--- src/rtl/mem_arbiter_pkg.sv ---
// Shared definitions for the two-requester memory arbiter: FSM state
// encodings, requester IDs, default widths and the round-robin pick rule.
package mem_arbiter_pkg;

  // Default line address and data widths.
  localparam int ADDR_W_DEF = 28;
  localparam int DATA_W_DEF = 128;

  // Transaction FSM: accept a request, present it to memory, await read data.
  typedef enum logic [1:0] {
    ST_IDLE  = 2'd0,
    ST_ISSUE = 2'd1,
    ST_WAIT  = 2'd2
  } state_t;

  // Requester identifiers; IC is the reset value of last_grant so DC wins the first tie.
  typedef enum logic {
    REQ_IC = 1'b0,
    REQ_DC = 1'b1
  } req_id_t;

  // Two-way round-robin pick: a lone requester wins, a tie goes to the one
  // that was not granted last. With nothing valid the result is don't-care.
  function automatic req_id_t rr_pick(input logic ic_valid, input logic dc_valid,
                                      input req_id_t last_grant);
    req_id_t pick;
    if (ic_valid && dc_valid) begin
      pick = (last_grant == REQ_IC) ? REQ_DC : REQ_IC;
    end else if (dc_valid) begin
      pick = REQ_DC;
    end else begin
      pick = REQ_IC;
    end
    return pick;
  endfunction

endpackage

--- src/rtl/mem_arbiter_rr_arbiter2.sv ---
// Two-way round-robin grant. Grants are combinational from the valids and
// the enable; the last_grant register advances only when a grant is given.
module rr_arbiter2
  import mem_arbiter_pkg::*;
(
  input  logic clk,
  input  logic reset_n,
  input  logic enable,
  input  logic ic_valid,
  input  logic dc_valid,
  output logic grant_ic,
  output logic grant_dc
);

  req_id_t last_grant;
  req_id_t winner;

  // Pick the winner and gate the grants with the enable.
  always_comb begin
    // NOTE: every output gets a default first, so no path through the block
    // leaves it unassigned and no latch is inferred.
    grant_ic = 1'b0;
    grant_dc = 1'b0;
    winner   = rr_pick(ic_valid, dc_valid, last_grant);
    if (enable) begin
      grant_ic = ic_valid && (winner == REQ_IC);
      grant_dc = dc_valid && (winner == REQ_DC);
    end
  end

  // Remember who was granted most recently for the next tie.
  always_ff @(posedge clk or negedge reset_n) begin
    if (!reset_n) begin
      last_grant <= REQ_IC;
    end else if (grant_dc) begin
      last_grant <= REQ_DC;
    end else if (grant_ic) begin
      last_grant <= REQ_IC;
    end
  end

endmodule

--- src/rtl/mem_arbiter.sv ---
// Memory arbiter: shares one memory request/response channel between an
// ICache (read-only) and a DCache (read/write). One transaction at a time;
// writes are posted, reads return data on the shared resp_data register.
module mem_arbiter
  import mem_arbiter_pkg::*;
#(
  parameter int ADDR_W = ADDR_W_DEF,
  parameter int DATA_W = DATA_W_DEF,
  parameter int MASK_W = DATA_W / 8
) (
  input  logic              clk,
  input  logic              reset_n,

  input  logic              ic_req_valid,
  input  logic [ADDR_W-1:0] ic_req_addr,
  output logic              ic_req_ready,
  output logic              ic_resp_valid,

  input  logic              dc_req_valid,
  input  logic              dc_req_rnw,
  input  logic [ADDR_W-1:0] dc_req_addr,
  input  logic [DATA_W-1:0] dc_req_wdata,
  input  logic [MASK_W-1:0] dc_req_wmask,
  output logic              dc_req_ready,
  output logic              dc_resp_valid,

  output logic [DATA_W-1:0] resp_data,

  output logic              mem_req_valid,
  output logic              mem_req_rnw,
  output logic [ADDR_W-1:0] mem_req_addr,
  output logic [DATA_W-1:0] mem_req_wdata,
  output logic [MASK_W-1:0] mem_req_wmask,
  input  logic              mem_req_ready,
  input  logic              mem_resp_valid,
  input  logic [DATA_W-1:0] mem_resp_data
);

  state_t  state;
  req_id_t owner;
  logic    grant_ic;
  logic    grant_dc;
  logic    accept;

  // Grants are only offered while idle, which keeps both readies low elsewhere.
  rr_arbiter2 u_rr (
    .clk      (clk),
    .reset_n  (reset_n),
    .enable   (state == ST_IDLE),
    .ic_valid (ic_req_valid),
    .dc_valid (dc_req_valid),
    .grant_ic (grant_ic),
    .grant_dc (grant_dc)
  );

  // Ready is the grant itself, so it is visible in the same cycle as the request.
  assign ic_req_ready = grant_ic;
  assign dc_req_ready = grant_dc;
  assign accept       = grant_ic | grant_dc;

  // Transaction FSM with registered memory-request fields and response pulses.
  always_ff @(posedge clk or negedge reset_n) begin
    if (!reset_n) begin
      state         <= ST_IDLE;
      owner         <= REQ_IC;
      mem_req_valid <= 1'b0;
      mem_req_rnw   <= 1'b0;
      mem_req_addr  <= '0;
      mem_req_wdata <= '0;
      mem_req_wmask <= '0;
      ic_resp_valid <= 1'b0;
      dc_resp_valid <= 1'b0;
      resp_data     <= '0;
    end else begin
      // NOTE: non-blocking assignments throughout, so every branch sees the
      // pre-edge register values regardless of statement order.
      ic_resp_valid <= 1'b0;
      dc_resp_valid <= 1'b0;

      unique case (state)
        ST_IDLE: begin
          if (accept) begin
            state         <= ST_ISSUE;
            mem_req_valid <= 1'b1;
            if (grant_dc) begin
              owner         <= REQ_DC;
              mem_req_rnw   <= dc_req_rnw;
              mem_req_addr  <= dc_req_addr;
              mem_req_wdata <= dc_req_wdata;
              mem_req_wmask <= dc_req_wmask;
            end else begin
              // ICache only reads; write fields are zeroed for a clean bus.
              owner         <= REQ_IC;
              mem_req_rnw   <= 1'b1;
              mem_req_addr  <= ic_req_addr;
              mem_req_wdata <= '0;
              mem_req_wmask <= '0;
            end
          end
        end

        ST_ISSUE: begin
          // Fields stay untouched here, so they are stable until the handshake.
          if (mem_req_ready) begin
            mem_req_valid <= 1'b0;
            state         <= mem_req_rnw ? ST_WAIT : ST_IDLE;
          end
        end

        ST_WAIT: begin
          // Only here is mem_resp_valid honoured; elsewhere it is ignored.
          if (mem_resp_valid) begin
            resp_data     <= mem_resp_data;
            ic_resp_valid <= (owner == REQ_IC);
            dc_resp_valid <= (owner == REQ_DC);
            state         <= ST_IDLE;
          end
        end

        default: begin
          state <= ST_IDLE;
        end
      endcase
    end
  end

endmodule

--- config.mk ---
export PLATFORM = sky130hd
export DESIGN_NAME = mem_arbiter
export DESIGN_NICKNAME = d
export VERILOG_FILES = /design/src/rtl/mem_arbiter_pkg.sv /design/src/rtl/mem_arbiter_rr_arbiter2.sv /design/src/rtl/mem_arbiter.sv
export SDC_FILE = /design/constraint.sdc
export NUM_CORES = 1
export LEC_CHECK = 0
export BUFFER_PORTS_ARGS = -buffer_cell sky130_fd_sc_hd__clkbuf_2
export CAP_MARGIN = 20
export CORE_AREA = 3 3 246 248
export CTS_CLUSTER_DIAMETER = 100
export DETAILED_ROUTE_END_ITERATION = 10
export DIE_AREA = 0 0 249 251
export PLACE_DENSITY = 0.39
export SLEW_MARGIN = 20
export SYNTH_ARGS = -nofsm -noshare
export SYNTH_HDL_FRONTEND = slang
export SYNTH_HIERARCHICAL = 1
export SYNTH_SLANG_ARGS = --single-unit
--- constraint.sdc ---
create_clock -name clk -period 4.6 [get_ports clk]
set_input_delay 0.23 -clock clk [delete_from_list [all_inputs] [get_ports clk]]
set_output_delay 0.23 -clock clk [all_outputs]
set_load 0.02 [all_outputs]
=== After elaboration in Yosys (flattened, before gate mapping) ===
Cells that the tools add are included.

* Shift operators: 0
* Add/subtract/negate cells: 0
* Divide/modulo/power cells: 0
* Multiply operators: 0
* $lt $le $gt $ge: 0
* Equal/unequal tests: 5
* Reductions and logical operators: 10
* Muxes and demuxes: 24
* Bitwise operators: 3

{| class="wikitable"
|+ Operators by type and width
! operator !! number
|-
| $mux 128 || 1
|-
| $mux 28 || 1
|-
| $mux 16 || 1
|-
| $mux 1 || 15
|-
| $mux 2 || 4
|-
| $ne 2x2->1 const B || 3
|-
| $pmux 2 s3 || 1
|-
| $reduce_and 3->1 || 2
|-
| $reduce_and 2->1 || 2
|-
| $reduce_bool 2->1 || 2
|-
| $logic_and 1x1->1 || 3
|-
| $eq 2x1->1 const B || 1
|-
| $eq 2x2->1 const B || 1
|-
| $logic_not 2->1 || 1
|-
| $not 1->1 || 2
|-
| $pmux 1 s2 || 1
|-
| $or 1x1->1 || 1
|}

* Bits in latches: 0
* Bits of input ports: 335
* Output and inout bits: 306
* Register bits: 308
* ROM bits: 0
* Memories: 0
* Memory bits (writable): 0
* Word-level logic and storage cells: 53

=== Depth between registers and ports, before layout ===
* Depth after elaboration: 8
* Depth in mapped cells: 7
* Depth with buffers taken out: 5

=== Modules after synthesis ===
Netlist, hierarchy kept.

{| class="wikitable"
|+ Modules (own cells, without submodules)
! module !! seq. area each (um^2) !! cells each !! area an instance (um^2) !! times used
|-
| mem_arbiter || 7682.4 || 706 || 11453.5 || 1
|-
| rr_arbiter2 || 25.0 || 8 || 61.3 || 1
|}

=== Least setup slack after synthesis ===
No wires, ideal clock.

* Path kind: reg2reg
* From: register state[1]
* To: register mem_req_addr[10]
* Data required time: 4.475 ns
* Library setup time: 0.125 ns
* Buffers on the path: 2
* Clock period less this slack: 2.327 ns
* Stages on the path, launching flop included: 8
* Setup slack: 2.273 ns
* Data arrival time: 2.202 ns
* Cell sequence: dfrtp_1 nor2_2 nand2_1 a21oi_1 buf_2 buf_6 mux2_2 mux2_2

* Word-level cells in the longest chain between the ends: 4
* Elaborated cells on any way between the ends: 6
* Classes of those cells: 3 x mux; 1 x bitwise; 2 x reduce/logical

{| class="wikitable"
|+ RTL lines
! item !! RTL line !! text
|-
| start: declaration || mem_arbiter.sv:39 || <nowiki>state_t state;</nowiki>
|-
| start signal: assignment || mem_arbiter.sv:106 || <nowiki>state <= mem_req_rnw ? ST_WAIT : ST_IDLE;</nowiki>
|-
| $logic_not 2->1 * || mem_arbiter.sv:49 || <nowiki>.enable (state == ST_IDLE),</nowiki>
|-
| $mux 1 * || mem_arbiter_rr_arbiter2.sv:25 || <nowiki>if (enable) begin</nowiki>
|-
| named net dc_req_ready || mem_arbiter.sv:24 || <nowiki>output logic dc_req_ready,</nowiki>
|-
| $or 1x1->1 || mem_arbiter.sv:59 || <nowiki>assign accept = grant_ic | grant_dc;</nowiki>
|-
| $reduce_and 2->1 (no line) || n/a ||
|-
| end signal: assignment || mem_arbiter.sv:88 || <nowiki>mem_req_addr <= dc_req_addr;</nowiki>
|-
| end signal: assignment || mem_arbiter.sv:95 || <nowiki>mem_req_addr <= ic_req_addr;</nowiki>
|-
| end: declaration || mem_arbiter.sv:31 || <nowiki>output logic [ADDR_W-1:0] mem_req_addr,</nowiki>
|}

The timed path passes the listed nets; every way through them passes the cells marked *.
A chain may end at the register's enable or synchronous reset.

=== Worst setup path after layout ===
* From: register state[1]
* To: register mem_req_wdata[0]

* Word-level cells in the longest chain between the ends: 4
* Elaborated cells on any way between the ends: 6
* Classes of those cells: 3 x mux; 1 x bitwise; 2 x reduce/logical

{| class="wikitable"
|+ RTL lines
! item !! RTL line !! text
|-
| $logic_not 2->1 * || mem_arbiter.sv:49, mem_arbiter.sv:80 ||
|-
| $mux 1 || mem_arbiter_rr_arbiter2.sv:25 ||
|-
| $or 1x1->1 || mem_arbiter.sv:59 ||
|-
| $reduce_and 2->1 (no line) || n/a ||
|-
| end signal: assignment || mem_arbiter.sv:89 || <nowiki>mem_req_wdata <= dc_req_wdata;</nowiki>
|-
| end: declaration || mem_arbiter.sv:32 || <nowiki>output logic [DATA_W-1:0] mem_req_wdata,</nowiki>
|}

Mark *: on every way between the ends. The rest lies on a longest branch, timed or not.

==> flow_summary.ini <==
[hold_path]
min_delay_path_depth = 3
timing.hold.worst.class = primary input to flip-flop

[logic_synthesis]
yosys.area.top_type = dfrtp_1
synthesis.nets = 1049
synth_top_family_by_area = multiplexers
yosys.area_share.xor_xnor_pct = 0
netlist_instances = 714
post_synth_mux_area_share_pct = 17.99
fraction_of_the_mapped_netlist_area_in_compound_gates_pct = 11.53
synth_simple_gate_area_share_pct = 0.4890
synth-seq-cells = 308
synthDominantCellAreaShare_pct = 66.93
netlist_area_um2 = 11510
ys.warnings.count = 6
seq_area_frac_synth_pct = 66.93
synth.area.top_cells = dfrtp_1 67%, a22o_1 11%, mux2_1 9.6%
syn_area_per_cell_um2 = 16.13
synth_cell_type_count = 22
adder_and_majority_gate_portion_of_the_synthesized_area_pct = 0

[worst_setup_path]
crit_family = buffers and inverters
timing.critical_path.buf_inv = 3
timing.critical_path.mode_cell = buf_4
critical_path.cell_chain = nor2_2 -> nand2_1 -> a21oi_4 -> buf_4 -> o21ai_4 -> buf_4 -> buf_4 -> a22o_1
cpPeakStageDelay_ns = 0.42
criticalPathCategory = flip-flop to flip-flop
worstPathRequired_ns = 5.00
crit_path_top_delay_cell = dfrtp_1
reg2regPathDepth = 8
critPathCaptureType = flip-flop
timing.critical_path.fanout_max = 57
crit_arrival_ns = 3.07
worstSetupPathDepth = 8
critical_path.startpoint_type = flip-flop

[clock_network]
cts_root_buf = clkbuf_16
cts.repair.resized = 0
cts_buffer_depth = 3
tritoncts.num_buffers = 38
clk-insertion-delay-late_ns = 0.53
htree_levels = 2
clkSinkCount = 308
tritoncts = done
clkSlewWorstSetupHoldPaths_ns = 0.05

[outcome]
status = completed

[cells_and_area]
multi_input_area_um2 = 3477
most-common-layout-cells = 639 x clkbuf_2, 308 x dfrtp_1, 276 x dlygate4sd3_1
regArea_um2 = 7707
final_util_pct = 33.16
drive_above_1_share_pct = 48.03
final_common_cell = clkbuf_2
post-route-cell-area_um2 = 19460
design.final.nets = 1962
final.fill_count = 5934
synthToLayoutAreaGrowth_pct = 69.02

[sta]
worst-slew-pin-transition_ns = 1.014
fin_setup_tns_ns = 0
setup_viol = 0
finalCritPeriodShare_pct = 57.90
post-route-min-period_ns = 2.664
timing_max_transition_violations_final = 0
hold_viol = 0
fmax_mhz = 375.4
grt_setup_unrepaired = false
max-slew-margin-rel_pct = 32.41
finalClockSkew_ns = 0.01270

[grt]
first_pass_grt_wire_length_mm = 64.12
grt-ovfl-total = 0
grt_start_max_net_pins = 131
initial_antenna_violation_count = 2
first_global_vias = 10670
global_route.usage.total_pct = 13.06

[drt]
drt_wl_total_mm = 41.70
drtPass1Iterations = 4
initialDrtViolationCount = 355
dr_vias_cell = 3.988
remaining_drc_errors = 0
dr_total_vias = 9670
wl_per_cell_um = 17.19
route.antenna.remaining_nets = 0
met3RoutedLength_mm = 3.156
highest-signal-layer = met5
met2_wirelength_mm = 20.98
routed_length_on_met1_mm = 16.22

[floorplan]
floorplan.die.height_um = 251
standard_cell_core_area_um2 = 58690
effective_utilization_at_floorplan_pct = 19.62
floorplan.die_area_um2 = 62500
top_level_ports = 641
floorplan.rows = 89
fp.dieW_um = 249

[placed_design]
routabilityCongestion = 0.8004
placed_cell_area_um2 = 15500
detailedPlacementHpwl_mm = 29.57
io_buffer_count = 640

[power]
p_per_area_nw_per_um2 = 668.5
static-leakage-power_uw = 0.009734
total_power_uw = 13010
worst_ir_drop_vdd_uv = 375.6

[job]
timing.max_cap.violations = 0
## kinds of logic after synthesis
| logic type | after synthesis |
|---|---|
| mux | 184 |
| compound gates | 154 |
| flops | 308 |
| buf+inv | 56 |
| simple gates | 12 |
## per-layer routing
| metal | vias up | GRT usage [%] |
|---|---|---|
| met5 | - | 0 |
| met4 | 2 | 4.469 |
| met3 | 79 | 4.138 |
| met2 | 429 | 22.97 |
| met1 | 4700 | 15.02 |
| li1 | 4460 | - |
## tightest hold or removal path: stages
cell      delay [ns]
clkbuf_2        0.09
nand2_1         0.12
o21ai_0         0.09
## path summary, 6_finish.rpt
path | from | to | slack (ns)
max in group asynchronous | reset_n | mem_req_addr[15]$_DFFE_PN0P_ | 3.05
min in group asynchronous | reset_n | resp_data[113]$_DFFE_PN0P_ | 0.35
hold / removal | dc_req_valid | u_rr/last_grant$_DFFE_PN0P_ | 0.05
setup / recovery | state[1]$_DFFE_PN0P_ | mem_req_wdata[0]$_DFFE_PN0P_ | 1.94
setup reg to reg | state[1]$_DFFE_PN0P_ | mem_req_wdata[0]$_DFFE_PN0P_ | 1.94
hold reg to reg | resp_data[38]$_DFFE_PN0P_ | resp_data[38]$_DFFE_PN0P_ | 0.49
## state kept, by name (all words and copies together) (netlist names), 2 cells and up
register / count
mem_req_wmask: 16
resp_data: 128
mem_req_wdata: 128
mem_req_addr: 28
state: 2
## cell usage after synthesis
| master | instances |
|---|---|
| and2_1 | 1 |
| clkbuf_1 | 1 |
| a21bo_1 | 1 |
| nor2_2 | 1 |
| o31ai_1 | 1 |
| inv_1 | 4 |
| a22o_1 | 144 |
| buf_4 | 1 |
| a22oi_1 | 1 |
| mux2_1 | 98 |
| buf_2 | 38 |
| o21ai_0 | 3 |
| mux2_2 | 86 |
| nand3b_1 | 1 |
| nand2_1 | 5 |
| o21ai_2 | 1 |
| nand2b_1 | 1 |
| dfrtp_1 | 308 |
| buf_6 | 12 |
| nor2_1 | 3 |
| a21oi_1 | 2 |
| a21o_1 | 1 |
## report_power, final
group          internal (uW)  total [uW]  switching, uW
registers               3930        4580            654
logic                   2230        5520           3300
clock network           1740        2900           1160
## timing repair
action,CTS,global route
buffers inserted,0,0
endpoints found under the hold margin,367,0
endpoints found under the setup margin,0,0
hold buffers,276,0
## layout make-up
class	count	area share (%)
Antenna cell	1	0.01286
Clock buffer	57	5.773
Clock inverter	7	0.3922
Inverter	4	0.07715
Multi-Input combinational cell	350	17.87
Sequential cell	308	39.60
Tap cell	773	4.969
Timing Repair Buffer	925	31.31
## through the flow
stage                     setup WS (ns)  hold slack (ns)  std cells
after floorplan                   2.273         -0.06559        714
after global placement            1.979           0.3312       2084
after detailed placement          1.929           0.3227       2084
after CTS                         1.925         0.002415       2424
after global routing              1.730          0.03223       2425
final                             1.936          0.05164       2425
Note: power is estimated with default switching activity, not from simulation.
